### config.mk
export PLATFORM = sky130hd
export DESIGN_NAME = serial_sub_ctrl
export DESIGN_NICKNAME = d
export VERILOG_FILES = /design/src/rtl/serial_sub_ctrl.sv
export SDC_FILE = /design/constraint.sdc
export NUM_CORES = 1
export LEC_CHECK = 0
export BUFFER_PORTS_ARGS = -buffer_cell sky130_fd_sc_hd__buf_2
export CORE_ASPECT_RATIO = 0.8
export CORE_UTILIZATION = 40
export CTS_CLUSTER_DIAMETER = 80
export DETAILED_ROUTE_END_ITERATION = 16
export GPL_TIMING_DRIVEN = 0
export PLACE_DENSITY = 0.71
export SYNTH_ARGS = -nofsm -noshare
export SYNTH_HDL_FRONTEND = slang
export SYNTH_SLANG_ARGS = --single-unit
### constraint.sdc
create_clock -name clk -period 4 [get_ports clk]
set_input_delay 0.2 -clock clk [delete_from_list [all_inputs] [get_ports clk]]
set_output_delay 0.2 -clock clk [all_outputs]
set_load 0.05 [all_outputs]
### src/rtl/serial_sub_ctrl.sv
// serial_sub_ctrl: bit-serial LSB-first subtractor/comparator built from one full-subtract slice.
module serial_sub_ctrl #(
    parameter int WIDTH = 8
) (
    input  logic             clk,
    input  logic             rst_n,
    input  logic             start,
    input  logic             clear,
    input  logic [WIDTH-1:0] A,
    input  logic [WIDTH-1:0] B,
    output logic             busy,
    output logic             done,
    output logic [WIDTH-1:0] Difference,
    output logic             Borrow,
    output logic             a_lt_b,
    output logic             a_eq_b,
    output logic             a_gt_b
);
    localparam int CW = WIDTH > 1 ? $clog2(WIDTH) : 1;
    typedef enum logic [1:0] {IDLE, RUN, DONE} state_t;
    state_t state, state_nx;
    logic [WIDTH-1:0] sa, sb, sd, sd_nx;
    logic [CW-1:0] cnt;
    logic br, d, br_nx, go, step, last;
    always_comb begin
        d = sa[0] ^ sb[0] ^ br;
        br_nx = (~sa[0] & sb[0]) | (~(sa[0] ^ sb[0]) & br);
        sd_nx = sd >> 1;
        sd_nx[WIDTH-1] = d;
        go = (state != RUN) & start & ~clear;
        step = (state == RUN) & ~clear;
        last = step & (cnt == CW'(WIDTH - 1));
        state_nx = go ? RUN : (step & ~last) ? RUN : last ? DONE : IDLE;
    end
    always_ff @(posedge clk or negedge rst_n) begin
        if (!rst_n) state <= IDLE;
        else state <= state_nx;
    end
    always_ff @(posedge clk or negedge rst_n) begin
        if (!rst_n) begin
            sa <= '0;
            sb <= '0;
            sd <= '0;
            br <= 1'b0;
            cnt <= '0;
            Difference <= '0;
            Borrow <= 1'b0;
        end else if (go) begin
            sa <= A;
            sb <= B;
            sd <= '0;
            br <= 1'b0;
            cnt <= '0;
        end else if (step) begin
            sa <= sa >> 1;
            sb <= sb >> 1;
            sd <= sd_nx;
            br <= br_nx;
            cnt <= cnt + 1'b1;
            if (last) begin
                Difference <= sd_nx;
                Borrow <= br_nx;
            end
        end
    end
    assign busy = state == RUN;
    assign done = state == DONE;
    assign a_lt_b = Borrow;
    assign a_eq_b = ~|Difference & ~Borrow;
    assign a_gt_b = ~a_lt_b & ~a_eq_b;
endmodule

[Word-level counts from Yosys, hierarchy flattened]
Index checks and enable logic that the tools add are counted.
Word-level totals
  word-level logic and storage cells: 49
  register bits: 39
  output and inout port bits: 14
Cells by class
  muxes and demuxes: 13
  equality and inequality tests: 4
  bitwise operators: 19
  add/subtract/negate cells: 1
  reductions and logical operators: 4
Operator list (count)
  $mux W8: 6
  $and A1 B1 Y1: 9
  $reduce_or A8 Y1: 1
  $not A1 Y1: 7
  $mux W2: 3
  $mux W3: 2
  $add A3 B1 Y3 const B: 1
  $eq A3 B3 Y1 const B: 1
  $reduce_and A3 Y1: 1
  $eq A2 B1 Y1 const B: 1
  $eq A2 B2 Y1 const B: 1
  $mux W1: 2
  $ne A2 B1 Y1 const B: 1
  $reduce_bool A2 Y1: 1
  $xor A1 B1 Y1: 2
  $logic_not A1 Y1: 1
  $or A1 B1 Y1: 1

[Longest topological paths before layout]
  word-level depth: 7
  gate-level depth with buffers: 6

[Worst setup path after synthesis]
No wires, ideal clock.
  kind: reg-to-output
  from: register Difference[1]
  to: output port a_eq_b
  arrival: 1.679 ns
  path slack: 2.121 ns
  buffers on the path: 0
  stages on the path, launching flop included: 4
  cell sequence: dfrtp_1 > nor4_1 > nand2_1 > nor2_1
Between the ends
  cells in the longest elaborated chain, start to end: 3
RTL lines
  from (decl): line 13  | output logic [WIDTH-1:0] Difference,
  from (signal assigned): line 61  | Difference <= sd_nx;
  $reduce_or A8 Y1: line 69  | assign a_eq_b = ~|Difference & ~Borrow;
  $logic_not A1 Y1: line 69
  $and A1 B1 Y1: line 69
  to (decl): line 16  | output logic a_eq_b,
Every way passes these cells.

[Final worst setup path]
Ends and elaborated chain as after synthesis.

==> results_tabular.tex <==
\begin{tabular}{lr}
\hline
Metric & Value \\
\hline
\multicolumn{2}{l}{\textbf{Layout}} \\
Nets@finish & around 200 \\
Most common cell after layout, fill and taps aside & sky130\_fd\_sc\_hd\_\_dfrtp\_1 \\
FF+latch area & 951 sq um \\
Share of final-layout standard cells stronger than drive strength 1 & 0.339 \\
Area Overhead vs Synth & 17.5\% \\
Commonest cells after routing, fill and taps aside & sky130\_fd\_sc\_hd\_\_dfrtp\_1 (38), sky130\_fd\_sc\_hd\_\_buf\_2 (34), sky130\_fd\_sc\_hd\_\_and3b\_1 (14), sky130\_fd\_sc\_hd\_\_a31oi\_1 (14), sky130\_fd\_sc\_hd\_\_o2bb2ai\_1 (14) \\
Layout fillers & just under 400 \\
Antenna Cells & 0 \\
Area occupied by multi-input gates & 714 sq um \\
\multicolumn{2}{l}{\textbf{Floorplanning}} \\
Initial core utilization & 0.421 \\
Full die area & 0.00469 sq mm \\
Number of top-level design ports & 34 \\
Floorplan die height & around 61 microns \\
Horizontal die dimension & roughly 76 microns \\
Number of placement rows & 21 \\
Core region area & 0.00420 sq mm \\
\multicolumn{2}{l}{\textbf{Route}} \\
Mean number of vias per cell & 5.42 \\
Length of the first detailed-routing pass in iterations & 4 \\
Remaining design rule violation count & 0 \\
Routed vias & 1,235 \\
Post-detailed-routing wire length & around 3.6 mm \\
Starting DRC count in detailed routing & 72 \\
Antenna-violating nets left & 0 \\
Per-cell routed wire length & between 15 and 20 microns \\
\multicolumn{2}{l}{\textbf{STA}} \\
Number of hold violations in the final report & 0 \\
Final Skew & around 6 ps \\
Shortest period the worst path allows & $\sim$1700 ps \\
Headroom to the max-slew limit & 0.449 \\
Unrepaired setup endpoints after global routing & false \\
Count of endpoints failing setup in the final report & 0 \\
Final Max Slew Viols & 0 \\
Post-layout worst setup margin & around 2300 ps \\
Share of the clock period used by the worst path & 0.433 \\
Maximum clock frequency & 578 MHz \\
Setup TNS & 0 ps \\
Transition at the pin with the smallest max-transition slack & 827 ps \\
\multicolumn{2}{l}{\textbf{Synthesis}} \\
Mean instance size in the synthesized netlist & 13.2 sq um \\
Warnings from Yosys & 0 \\
Post-synthesis sequential element count & 38 \\
Main area contributors after synthesis & sky130\_fd\_sc\_hd\_\_dfrtp\_1 (54\%), sky130\_fd\_sc\_hd\_\_mux2\_4 (7.6\%), sky130\_fd\_sc\_hd\_\_and3b\_1 (6.9\%) \\
Syn nets & $\sim$160 \\
Area leader, netlist & sky130\_fd\_sc\_hd\_\_dfrtp\_1 \\
Synth Instances & 134 \\
Count of different cell masters after synthesis & 24 \\
Netlist area before placement & 0.00177 sq mm \\
Sequential fraction of the synthesis area & 0.537 \\
Fraction of synthesized cell area taken by the top area cell type & 0.537 \\
\multicolumn{2}{l}{\textbf{Clocking}} \\
Worst-skew pair later-pin latency & 280 ps \\
Post-cts resize count & 0 \\
Clock slew seen by the registers of the worst setup and hold paths & 70 ps \\
Clock Sink Count & 38 \\
Count of H-tree levels built during CTS & 2 \\
Post-CTS Hold Buffers & 0 \\
Post-CTS Setup Inserts & 0 \\
Clock tree from TritonCTS & built \\
Maximum number of buffers from clock root to sink & 2 \\
Number of buffers created by CTS & 5 \\
Root buf cell & sky130\_fd\_sc\_hd\_\_clkbuf\_8 \\
\multicolumn{2}{l}{\textbf{Pwr}} \\
Peak VDD IR & between 0.15 and 0.2 mV \\
Clk pwr share & 0.308 \\
Leakage power & 1.04 nW \\
Switching share of total power & 0.269 \\
Share of total power in combinational logic & 0.163 \\
Internal power & about 0.00062 W \\
Total power density per cell area & a little over 400 mW/mm\^{}2 \\
Switching power of the nets & 0.000228 W \\
Sequential share of power & 0.530 \\
\multicolumn{2}{l}{\textbf{Setup path}} \\
Worst endpoint data arrival time & 1530 ps \\
Path type of the worst setup path & flop to primary output \\
Largest driver fanout on the critical path & 3 \\
CP endpoint kind & primary output \\
FF-to-FF setup slack & between 2000 and 2500 ps \\
Type of origin of the critical path & flop \\
Worst Path Required & 3800 ps \\
\multicolumn{2}{l}{\textbf{Placed design}} \\
I/O Buffers & 31 \\
Worst setup slack after placement & approximately 2400 ps \\
Placed wire-length estimate & 2.40 mm \\
Routability cong. & between 0.7 and 0.8 \\
\multicolumn{2}{l}{\textbf{GRT}} \\
Maximum number of pins on one net before global-route repair & 39 \\
Total global-route track usage & 0.163 \\
Remaining global-route overflow & 0 \\
Wire length of the first global-routing pass & 5.78 mm \\
Initial antenna violation count & 0 \\
Vias in the first global route & 1,160 \\
\multicolumn{2}{l}{\textbf{Flow run}} \\
Max cap viols & 0 \\
\multicolumn{2}{l}{\textbf{Status}} \\
Status & completed \\
\multicolumn{2}{l}{\textbf{Min path}} \\
Path class of the lowest-slack min-delay path & primary input to async pin \\
\hline
\end{tabular}
## logic make-up (layout without fill, tap and decap cells)
logic type | count (synthesis) | count (layout) | share of synthesized area
buffers and inverters | 17 | 54 | 0.0587
and+or+nand+nor | 23 | 23 | 0.101
adders and majority gates | 3 | 3 | 0.0255
AOI/OAI and AO/OA | 43 | 43 | 0.194
DFF | 38 | 38 | 0.537
muxes | 10 | 10 | 0.0827
## flip-flops by register name, indices dropped and copies added, names as in the netlist
signal and flops:
br 1, sd 7, sb 8, sa 8, Difference 8, Borrow 1, state 2, cnt 3
## worst paths after layout
check	endpoint	cells past startpoint	start
hold / removal	sb[5]$_DFFE_PN0P_	1	rst_n
setup / recovery	a_eq_b	4	Difference[1]$_DFFE_PN0P_
min in group clk	sb[7]$_DFFE_PN0P_	2	B[7]
max in group asynchronous	sa[2]$_DFFE_PN0P_	1	rst_n
setup reg to reg	Difference[5]$_DFFE_PN0P_	5	state[1]$_DFF_PN0_
hold reg to reg	sb[1]$_DFFE_PN0P_	1	sb[1]$_DFFE_PN0P_
## metrics by stage
stage / util / total power [W] / hold WS [ps] / cells / area (sq um)
detailed placement: 0.475 / 0.000594 / 352 / 222 / 2000
floorplan: - / 0.000547 / -95.6 / 134 / 1770
global route: 0.494 / 0.000883 / 88.5 / 228 / 2080
finish: 0.494 / 0.000847 / 5.48 / 228 / 2080
global placement: 0.475 / 0.000586 / 330 / 222 / 2000
CTS: 0.494 / 0.000853 / 49.6 / 228 / 2080
## layout make-up
type	count	share of cell area
multi-input cells	79	0.344
flip-flops and latches	38	0.458
plain buffers	13	0.0415
clock buffers	6	0.0397
repair buffers	31	0.0747
inverters	4	0.00843
well taps	57	0.0343
## power by group through the flow
| stage | Combinational (W) | Sequential [W] | Clock [W] |
|---|---|---|---|
| 2_1_floorplan | 0.0000953 | 0.000452 | 0 |
| 3_3_place_gp | 0.000133 | 0.000453 | 0 |
| 3_5_place_dp | 0.000138 | 0.000456 | 0 |
| 4_1_cts | 0.000140 | 0.000448 | 0.000264 |
| 5_1_grt | 0.000153 | 0.000454 | 0.000277 |
| 6_report | 0.000138 | 0.000449 | 0.000261 |
## layer usage
layer	global-route usage	wire length (microns)	up-vias
met4	0.0824	57	0
met1	0.231	1770	622
met5	0	0	-
li1	-	-	584
met3	0.0311	80	5
met2	0.245	1650	24
## cells in the mapped netlist
| library cell | count |
|---|---|
| sky130_fd_sc_hd__a21oi_1 | 2 |
| sky130_fd_sc_hd__a22o_1 | 12 |
| sky130_fd_sc_hd__a31oi_1 | 14 |
| sky130_fd_sc_hd__and3b_1 | 14 |
| sky130_fd_sc_hd__buf_2 | 3 |
| sky130_fd_sc_hd__buf_4 | 1 |
| sky130_fd_sc_hd__buf_6 | 4 |
| sky130_fd_sc_hd__clkbuf_1 | 5 |
| sky130_fd_sc_hd__dfrtp_1 | 38 |
| sky130_fd_sc_hd__fa_1 | 1 |
| sky130_fd_sc_hd__ha_1 | 2 |
| sky130_fd_sc_hd__inv_1 | 3 |
| sky130_fd_sc_hd__inv_4 | 1 |
| sky130_fd_sc_hd__mux2_2 | 1 |
| sky130_fd_sc_hd__mux2_4 | 9 |
| sky130_fd_sc_hd__nand2_1 | 1 |
| sky130_fd_sc_hd__nand2b_1 | 1 |
| sky130_fd_sc_hd__nor2_1 | 2 |
| sky130_fd_sc_hd__nor2b_1 | 1 |
| sky130_fd_sc_hd__nor3b_1 | 1 |
| sky130_fd_sc_hd__nor3b_2 | 1 |
| sky130_fd_sc_hd__nor4_1 | 2 |
| sky130_fd_sc_hd__o21bai_4 | 1 |
| sky130_fd_sc_hd__o2bb2ai_1 | 14 |
## worst max-delay path, cell delays in order, from the launching register on
cell and delay, ps:
sky130_fd_sc_hd__dfrtp_1 390, sky130_fd_sc_hd__nor4_1 410, sky130_fd_sc_hd__nand2_1 90, sky130_fd_sc_hd__nor2_1 90, sky130_fd_sc_hd__buf_2 260
Note: power is estimated with default switching activity, not from simulation.
